`src/rtl/fir2d_coeff_ctrl.sv`:
```
// fir2d_coeff_ctrl: shadow/active 5x5 coefficient banks for fir2d, swapped only on a vs_i rising edge
module fir2d_coeff_ctrl #(
  parameter int NTAPS  = 25,
  parameter int CW     = 16,
  parameter int CENTER = 12
) (
  input  logic                clk,
  input  logic                rst,
  input  logic                vs_i,
  input  logic                wr_en,
  input  logic [4:0]          wr_addr,
  input  logic [CW-1:0]       wr_data,
  input  logic                load_preset,
  input  logic [1:0]          preset_sel,
  input  logic                commit,
  output logic [NTAPS*CW-1:0] coeffs,
  output logic                busy,
  output logic                pending,
  output logic                applied,
  output logic                wr_err
);
  localparam logic [4:0] LAST = 5'(NTAPS - 1);
  typedef enum logic [1:0] {IDLE, FILL, ARMED, APPLY} state_t;
  state_t        state_q, state_d;
  logic [CW-1:0] shadow_q [NTAPS];
  logic [CW-1:0] shadow_d [NTAPS];
  logic [CW-1:0] active_q [NTAPS];
  logic [CW-1:0] active_d [NTAPS];
  logic [4:0]    cnt_q, cnt_d;
  logic [1:0]    sel_q, sel_d;
  logic          cmt_q, cmt_d, err_q, err_d, vs_q, vs_rise;
  // Sharpen uses the four orthogonal neighbours of the centre tap in a 5-wide kernel
  function automatic logic [CW-1:0] preset_val(input logic [1:0] sel, input int k);
    int v;
    v = (sel == 2'd0) ? ((k == CENTER) ? 256 : 0) :
        (sel == 2'd1) ? ((k == CENTER) ? 16 : 10) :
        (sel == 2'd2) ? ((k == CENTER) ? 6144 : -256) :
        (k == CENTER) ? 512 :
        (k == CENTER - 5 || k == CENTER - 1 || k == CENTER + 1 || k == CENTER + 5) ? -64 : 0;
    return CW'(v);
  endfunction
  assign vs_rise = vs_i & ~vs_q;
  assign busy    = (state_q == FILL);
  assign pending = (state_q == ARMED) || (state_q == APPLY);
  assign applied = (state_q == APPLY);
  assign wr_err  = err_q;
  for (genvar i = 0; i < NTAPS; i++) begin : g_out
    assign coeffs[i*CW +: CW] = active_q[i];
  end
  always_comb begin
    state_d  = state_q;
    shadow_d = shadow_q;
    active_d = active_q;
    cnt_d    = cnt_q;
    sel_d    = sel_q;
    cmt_d    = cmt_q;
    err_d    = 1'b0;
    case (state_q)
      IDLE: begin
        if (load_preset) begin
          state_d = FILL;
          cnt_d   = '0;
          sel_d   = preset_sel;
          cmt_d   = commit;
          err_d   = wr_en;
        end else begin
          if (wr_en && wr_addr <= LAST) shadow_d[wr_addr] = wr_data;
          err_d   = wr_en && (wr_addr > LAST);
          state_d = commit ? ARMED : IDLE;
        end
      end
      FILL: begin
        shadow_d[cnt_q] = preset_val(sel_q, int'(cnt_q));
        cnt_d = cnt_q + 5'd1;
        cmt_d = cmt_q | commit;
        err_d = wr_en | load_preset;
        if (cnt_q == LAST) begin
          state_d = (cmt_q | commit) ? ARMED : IDLE;
          cmt_d   = 1'b0;
        end
      end
      ARMED: begin
        err_d   = wr_en | load_preset;
        state_d = vs_rise ? APPLY : ARMED;
      end
      APPLY: begin
        err_d    = wr_en | load_preset;
        active_d = shadow_q;
        state_d  = IDLE;
      end
    endcase
  end
  always_ff @(posedge clk) begin
    if (rst) begin
      state_q <= IDLE;
      cnt_q   <= '0;
      sel_q   <= '0;
      cmt_q   <= 1'b0;
      err_q   <= 1'b0;
      vs_q    <= 1'b0;
      for (int k = 0; k < NTAPS; k++) begin
        shadow_q[k] <= preset_val(2'd0, k);
        active_q[k] <= preset_val(2'd0, k);
      end
    end else begin
      state_q  <= state_d;
      cnt_q    <= cnt_d;
      sel_q    <= sel_d;
      cmt_q    <= cmt_d;
      err_q    <= err_d;
      vs_q     <= vs_i;
      shadow_q <= shadow_d;
      active_q <= active_d;
    end
  end
endmodule
```
`config.mk`:
```
export PLATFORM = sky130hd
export DESIGN_NAME = fir2d_coeff_ctrl
export DESIGN_NICKNAME = d
export VERILOG_FILES = /design/src/rtl/fir2d_coeff_ctrl.sv
export SDC_FILE = /design/constraint.sdc
export NUM_CORES = 2
export LEC_CHECK = 0
export ABC_AREA = 1
export BUFFER_PORTS_ARGS = -buffer_cell sky130_fd_sc_hd__buf_2
export CELL_PAD_IN_SITES_DETAIL_PLACEMENT = 1
export CELL_PAD_IN_SITES_GLOBAL_PLACEMENT = 2
export CORE_ASPECT_RATIO = 0.6
export CORE_MARGIN = 2
export CORE_UTILIZATION = 29
export CTS_CLUSTER_SIZE = 16
export DETAILED_ROUTE_END_ITERATION = 16
export HOLD_SLACK_MARGIN = 0.1
export PLACE_DENSITY_LB_ADDON = 0.1
export SLEW_MARGIN = 20
export SYNTH_ARGS = -nofsm -noshare
export SYNTH_HDL_FRONTEND = slang
export SYNTH_SLANG_ARGS = --single-unit
export TNS_END_PERCENT = 10
```
`constraint.sdc`:
```
create_clock -name clk -period 1.68 [get_ports clk]
set_input_delay 0.336 -clock clk [delete_from_list [all_inputs] [get_ports clk]]
set_output_delay 0.336 -clock clk [all_outputs]
set_load 0.01 [all_outputs]
```
==> Word level (Yosys, flattened, before mapping) <==
Index checks and enable logic that the tools add are counted.
{ "totals": {"regBits": 812, "in_bits": 29, "out_inout_bits": 404, "wordCells": 129} }
{ "classes": {"n_addsub": 1, "magnitude_cmp": 6, "n_eq_ne": 15, "muxes": 30, "bitwise": 6, "reduce_logical": 15} }
{ "op_table": {"columns": ["cell", "n"], "rows": [
  ["400-bit bitwise mux", 2],
  ["400-bit two-way mux", 2],
  ["400-bit case mux with 2 select lines", 1],
  ["16-bit demux with 5-bit select", 2],
  ["16-bit two-way mux", 8],
  ["5-bit == test (second input constant)", 5],
  ["6-bit greater-or-equal comparator (second input constant)", 2],
  ["6-bit by 1-bit less-than comparator with 1-bit output (second input constant)", 2],
  ["5-bit NOT with 6-bit output", 2],
  ["5-bit two-way mux", 2],
  ["5-bit case mux with 2 select lines", 1],
  ["9-bit two-way mux", 1],
  ["2-bit two-way mux", 4],
  ["2-bit case mux with 4 select lines", 1],
  ["2-bit == test (second input constant)", 3],
  ["2-bit inequality test (second input constant)", 3],
  ["5-bit by 1-bit adder with 5-bit output (second input constant)", 1],
  ["5-bit by 4-bit == test with 1-bit output (second input constant)", 1],
  ["5-bit > comparator (second input constant)", 1],
  ["5-bit less-or-equal comparator (second input constant)", 1],
  ["2-bit by 1-bit == test with 1-bit output (second input constant)", 2],
  ["1-bit logical AND", 4],
  ["2-bit zero test", 2],
  ["1-bit logical OR", 4],
  ["10 further kinds", 16]
]} }

==> Logic depth before layout (Yosys ltp) <==
{ "logic_depth": {"ltp_word": 11, "ltp_mapped": 13, "ltp_nobuf": 12} }

==> Worst setup path after synthesis <==
OpenSTA, ideal clock, no wires.
{ "synth_timing": {"path_type": "register to register", "start": "register cnt_q[0]", "end": "register shadow_q[170] (netlist bit)", "setup_ns": 0.119, "arrival_time_ns": 1.710, "t_required_ns": 1.561, "setup_slack_ns": -0.149, "path_stages_with_launch": 13, "n_path_buf": 1, "synth_period_minus_slack_ns": 1.829, "cell_sequence": "dfxtp_1 -> inv_1 -> ha_1 -> inv_1 -> nor2_2 -> inv_1 -> nor2_1 -> inv_1 -> o21ai_4 -> inv_2 -> clkbuf_1 -> nor2_1 -> a21oi_1"} }
{ "synth_via": {"elab_chain_len": 11, "elab_cells_between_ends": 22, "classes_between": "order compare: 2; eq/ne: 5; mux: 10; bitwise: 1; reduce/logical: 4"} }
{ "synth_lines": {"columns": ["element", "line_no", "rtl"], "rows": [
  ["start: declaration", "29", "logic [4:0] cnt_q, cnt_d;"],
  ["start signal: assignment", "107", "cnt_q <= cnt_d;"],
  ["5-bit by 4-bit == test with 1-bit output or 5-bit == test (tied branches)", "39", "(k == CENTER - 5 || k == CENTER - 1 || k == CENTER + 1 || k == CENTER + 5) ? -64 : 0;"],
  ["1-bit logical OR (3 in a row)", "39", null],
  ["16-bit two-way mux", "39", null],
  ["16-bit two-way mux", "38", "(k == CENTER) ? 512 :"],
  ["16-bit two-way mux", "37", "(sel == 2'd2) ? ((k == CENTER) ? 6144 : -256) :"],
  ["16-bit two-way mux", "36", "(sel == 2'd1) ? ((k == CENTER) ? 16 : 10) :"],
  ["16-bit two-way mux", "35", "v = (sel == 2'd0) ? ((k == CENTER) ? 256 : 0) :"],
  ["400-bit bitwise mux *", "73", "shadow_d[cnt_q] = preset_val(sel_q, int'(cnt_q));"],
  ["400-bit case mux with 2 select lines *", "58", "case (state_q)"],
  ["end signal: indexed assignment", "102", "shadow_q[k] <= preset_val(2'd0, k);"],
  ["end signal: assignment", "112", "shadow_q <= shadow_d;"],
  ["end: declaration", "25", "logic [CW-1:0] shadow_q [NTAPS];"]
]} }
Mark *: on every way between the ends. The rest lies on a longest branch, timed or not.
A chain may end at the register's enable or synchronous reset.

==> Worst setup path after layout <==
{ "layout_timing": {"start": "register cnt_q[1]", "end": "register shadow_q[73] (netlist bit)"} }
Same word-level chain as after synthesis.

==> flow_summary.json <==
{
  "gp_congestion": 0.921,
  "routed_wl_um": 139000,
  "syn_nets": 4127,
  "synth.area.mux_share": 0,
  "synthAdderAreaFrac": 0.00163,
  "cts_sinks": 812,
  "syn2layout_area_growth_pct": 38.9,
  "min_path_cells": 4,
  "slew_violations": 0,
  "grt_pass1_vias": 30100,
  "clk_latency_ns": 0.69,
  "crit_fanout": 5,
  "critPathArrivalTime_ns": 2.47,
  "io_pins": 433,
  "dp_hpwl_um": 98700,
  "die_h_um": 256,
  "power_leakage_nw": 18.6,
  "p_total_mw": 47.9,
  "skew_ns": 0.0327,
  "synth_compound_area_frac": 0.220,
  "violations": "setup timing",
  "detail_route.wl_per_cell_um": 22.1,
  "slew_headroom": 0.579,
  "ys_types": 33,
  "rows": 92,
  "grt_max_degree": 92,
  "status": "finished with violations",
  "async_flop_share": 0,
  "synth_top_family_by_area": "compound AO/OA/AOI/OAI gates",
  "synthXorXnorAreaFrac": 0,
  "synthFlopType": "dfxtp_1",
  "clock_path_buffers": 3,
  "rrSetupSlack_ns": -0.22,
  "core_mm2": 0.105,
  "fp.dieArea_mm2": 0.109,
  "syn_avg_cell_area_um2": 7.49,
  "synth_top_area_frac": 0.530,
  "start_kind": "register",
  "worst_slack_ns": -0.222,
  "critPathRequiredTime_ns": 2.25,
  "drcViolationCount": 0,
  "yosysMostFrequentCell": "nor2_1",
  "critical_path_class": "reg2reg",
  "netlist_area_mm2": 0.0307,
  "cts_tree": "done",
  "antenna_found_initial": 5,
  "fin_hold_ws_ns": 0.146,
  "netlist_instances": 4094,
  "worst_slew_pin_slew_ns": 0.631,
  "ir_drop_mv": 0.613,
  "ant_nets": 0,
  "gr-total-overflow": 0,
  "setup_tns_ns": -28.68,
  "hold_viol": 0,
  "synth_largest_area_cell": "dfxtp_1",
  "rr_startpoint": "cnt_q[1]$_SDFFE_PP0P_",
  "r2r-end": "shadow_q[73]$_SDFFE_PP0P_",
  "grt_util_all_layers": 0.248,
  "drtIter0Drc": 2031,
  "synthTopCellsByArea": "dfxtp_1 53%, nor2_1 13%, o21ai_0 11%, a21oi_1 8.4%, nand2_1 4.0%",
  "synth-edff-count": 0,
  "hold_class": "in2reg",
  "rsz0062_at_grt": "true",
  "grt_pass1_wl_um": 202000,
  "synth.top_cells.by_count": "1,103 x nor2_1, 812 x dfxtp_1, 668 x o21ai_0, 517 x a21oi_1, 328 x nand2_1",
  "min_to": "shadow_q[104]$_SDFFE_PP0P_",
  "initial_core_util": 0.292,
  "yosysSeqAreaShare": 0.530,
  "ys_warn_count": 0,
  "drive_gt1_frac": 0.278,
  "end_kind": "register",
  "viasPerCell": 4.88,
  "drv_cap": 0,
  "ys_ff_latch": 812,
  "worstHoldStart": "wr_data[8]",
  "fin_nets": 4826,
  "clk_pin_slew_ns": 0.07,
  "synth-simple-area-share": 0.192,
  "port_buffers": 432,
  "p_per_area_mw_per_mm2": 1120,
  "die_w_um": 424,
  "clockRootBuffer": "clkbuf_16",
  "setup_viol": 333,
  "reg2reg_depth": 12,
  "h-tree-depth": 3,
  "first_pass_iters": 5,
  "cts_made_buffers": 85,
  "num_vias": 30700,
  "fmaxAchievable_mhz": 526,
  "layout_min_cycle_time_ns": 1.90,
  "finalCritPeriodShare": 1.13
}
==> layout make-up <==
type                            count  area [µm²]
Clock inverter                     33         453
Antenna cell                        3        7.51
Clock buffer                      126        2610
Timing Repair inverter              1        8.76
Multi-Input combinational cell   2838       13800
Fill cell                       12700       62400
Timing Repair Buffer              882        6980
Inverter                          173         704
Sequential cell                   812       16300
Tap cell                         1410        1760
==> layout by cell type, fill, tap and decap left out, types with 7 or more instances in the layout <==
master and instances:
a21oi_1 437, a21oi_2 79, buf_12 94, buf_2 429, buf_4 305, buf_6 37
bufinv_16 10, clkbuf_1 12, clkbuf_16 90, clkbuf_8 26, clkinv_2 15, dfxtp_1 805
dlygate4sd3_1 8, inv_1 128, inv_2 26, inv_4 7, inv_6 7, nand2_1 276
nand2_2 35, nand2_4 17, nand3_1 38, nand3_2 15, nor2_1 1040, nor2_2 49
nor2_4 34, o211ai_1 17, o21ai_0 618, o21ai_1 111, o21ai_2 27, o21ai_4 9
==> worst max path at each step <==
stage | slack, ns | start | cells after the start | end
finish | -0.22 | cnt_q[1]$_SDFFE_PP0P_ | 12 | shadow_q[73]$_SDFFE_PP0P_
global route | -0.30 | cnt_q[1]$_SDFFE_PP0P_ | 12 | shadow_q[73]$_SDFFE_PP0P_
CTS | -0.21 | cnt_q[0]$_SDFFE_PP0P_ | 12 | shadow_q[289]$_SDFFE_PP0P_
detailed placement | -0.72 | wr_addr[1] | 11 | shadow_q[229]$_SDFFE_PP0P_
global placement | -0.74 | wr_addr[1] | 11 | shadow_q[229]$_SDFFE_PP0P_
floorplan | -0.07 | cnt_q[0]$_SDFFE_PP0P_ | 11 | shadow_q[301]$_SDFFE_PP0P_
==> metal layers <==
| metal | vias to the layer above | GRT usage | wire length, µm |
|---|---|---|---|
| li1 | 14900 | - | - |
| met1 | 15000 | 0.367 | 69000 |
| met2 | 607 | 0.385 | 61400 |
| met3 | 143 | 0.0316 | 6110 |
| met4 | 0 | 0.0477 | 2390 |
| met5 | - | 0 | 0 |
==> state kept, by name, indices dropped and copies added, names as in the netlist <==
signal    flops
cmt_q         1
cnt_q         5
coeffs      400
sel_q         2
shadow_q    400
state_q       2
vs_q          1
wr_err        1
==> report_power, final <==
group	internal (mW)	switching, mW
clock	12.3	8.50
combinational	2.37	4.21
sequential	20.0	0.442
total	34.7	13.1
==> per-stage QoR <==
stage | std cells | area (µm²) | utilization | setup slack (ns)
2_1_floorplan | 4094 | 30700 | - | -0.0651
6_report | 6278 | 42600 | 0.406 | -0.222
4_1_cts | 6264 | 41800 | 0.398 | -0.206
3_3_place_gp | 6082 | 37900 | 0.361 | -0.736
5_1_grt | 6275 | 42600 | 0.406 | -0.302
3_5_place_dp | 6082 | 37900 | 0.361 | -0.720
==> cell families after synthesis <==
| kind of cell | count (synthesis) |
|---|---|
| AO/OA/AOI/OAI | 1312 |
| adder cells (fa/ha/maj) | 4 |
| buffers and inverters | 445 |
| flip-flops | 812 |
| AND/OR/NAND/NOR | 1521 |
==> timing repair <==
action	CTS	global route
hold buffers	8	0
pin swaps	19	33
setup buffers	12	9
hold endpoints to repair	10	0
resized for setup	195	238
gates cloned	3	2
setup endpoints to repair	406	424
==> critical path: stages, from the launching register on <==
cell      delay [ns]
dfxtp_4         0.40
inv_4           0.06
ha_4            0.17
inv_4           0.07
buf_6           0.11
nor2_4          0.04
inv_2           0.10
nand4_1         0.25
buf_12          0.25
nand3_2         0.06
o211ai_1        0.14
nand2_1         0.11
inv_1           0.04
Note: power is estimated with default switching activity, not from simulation.
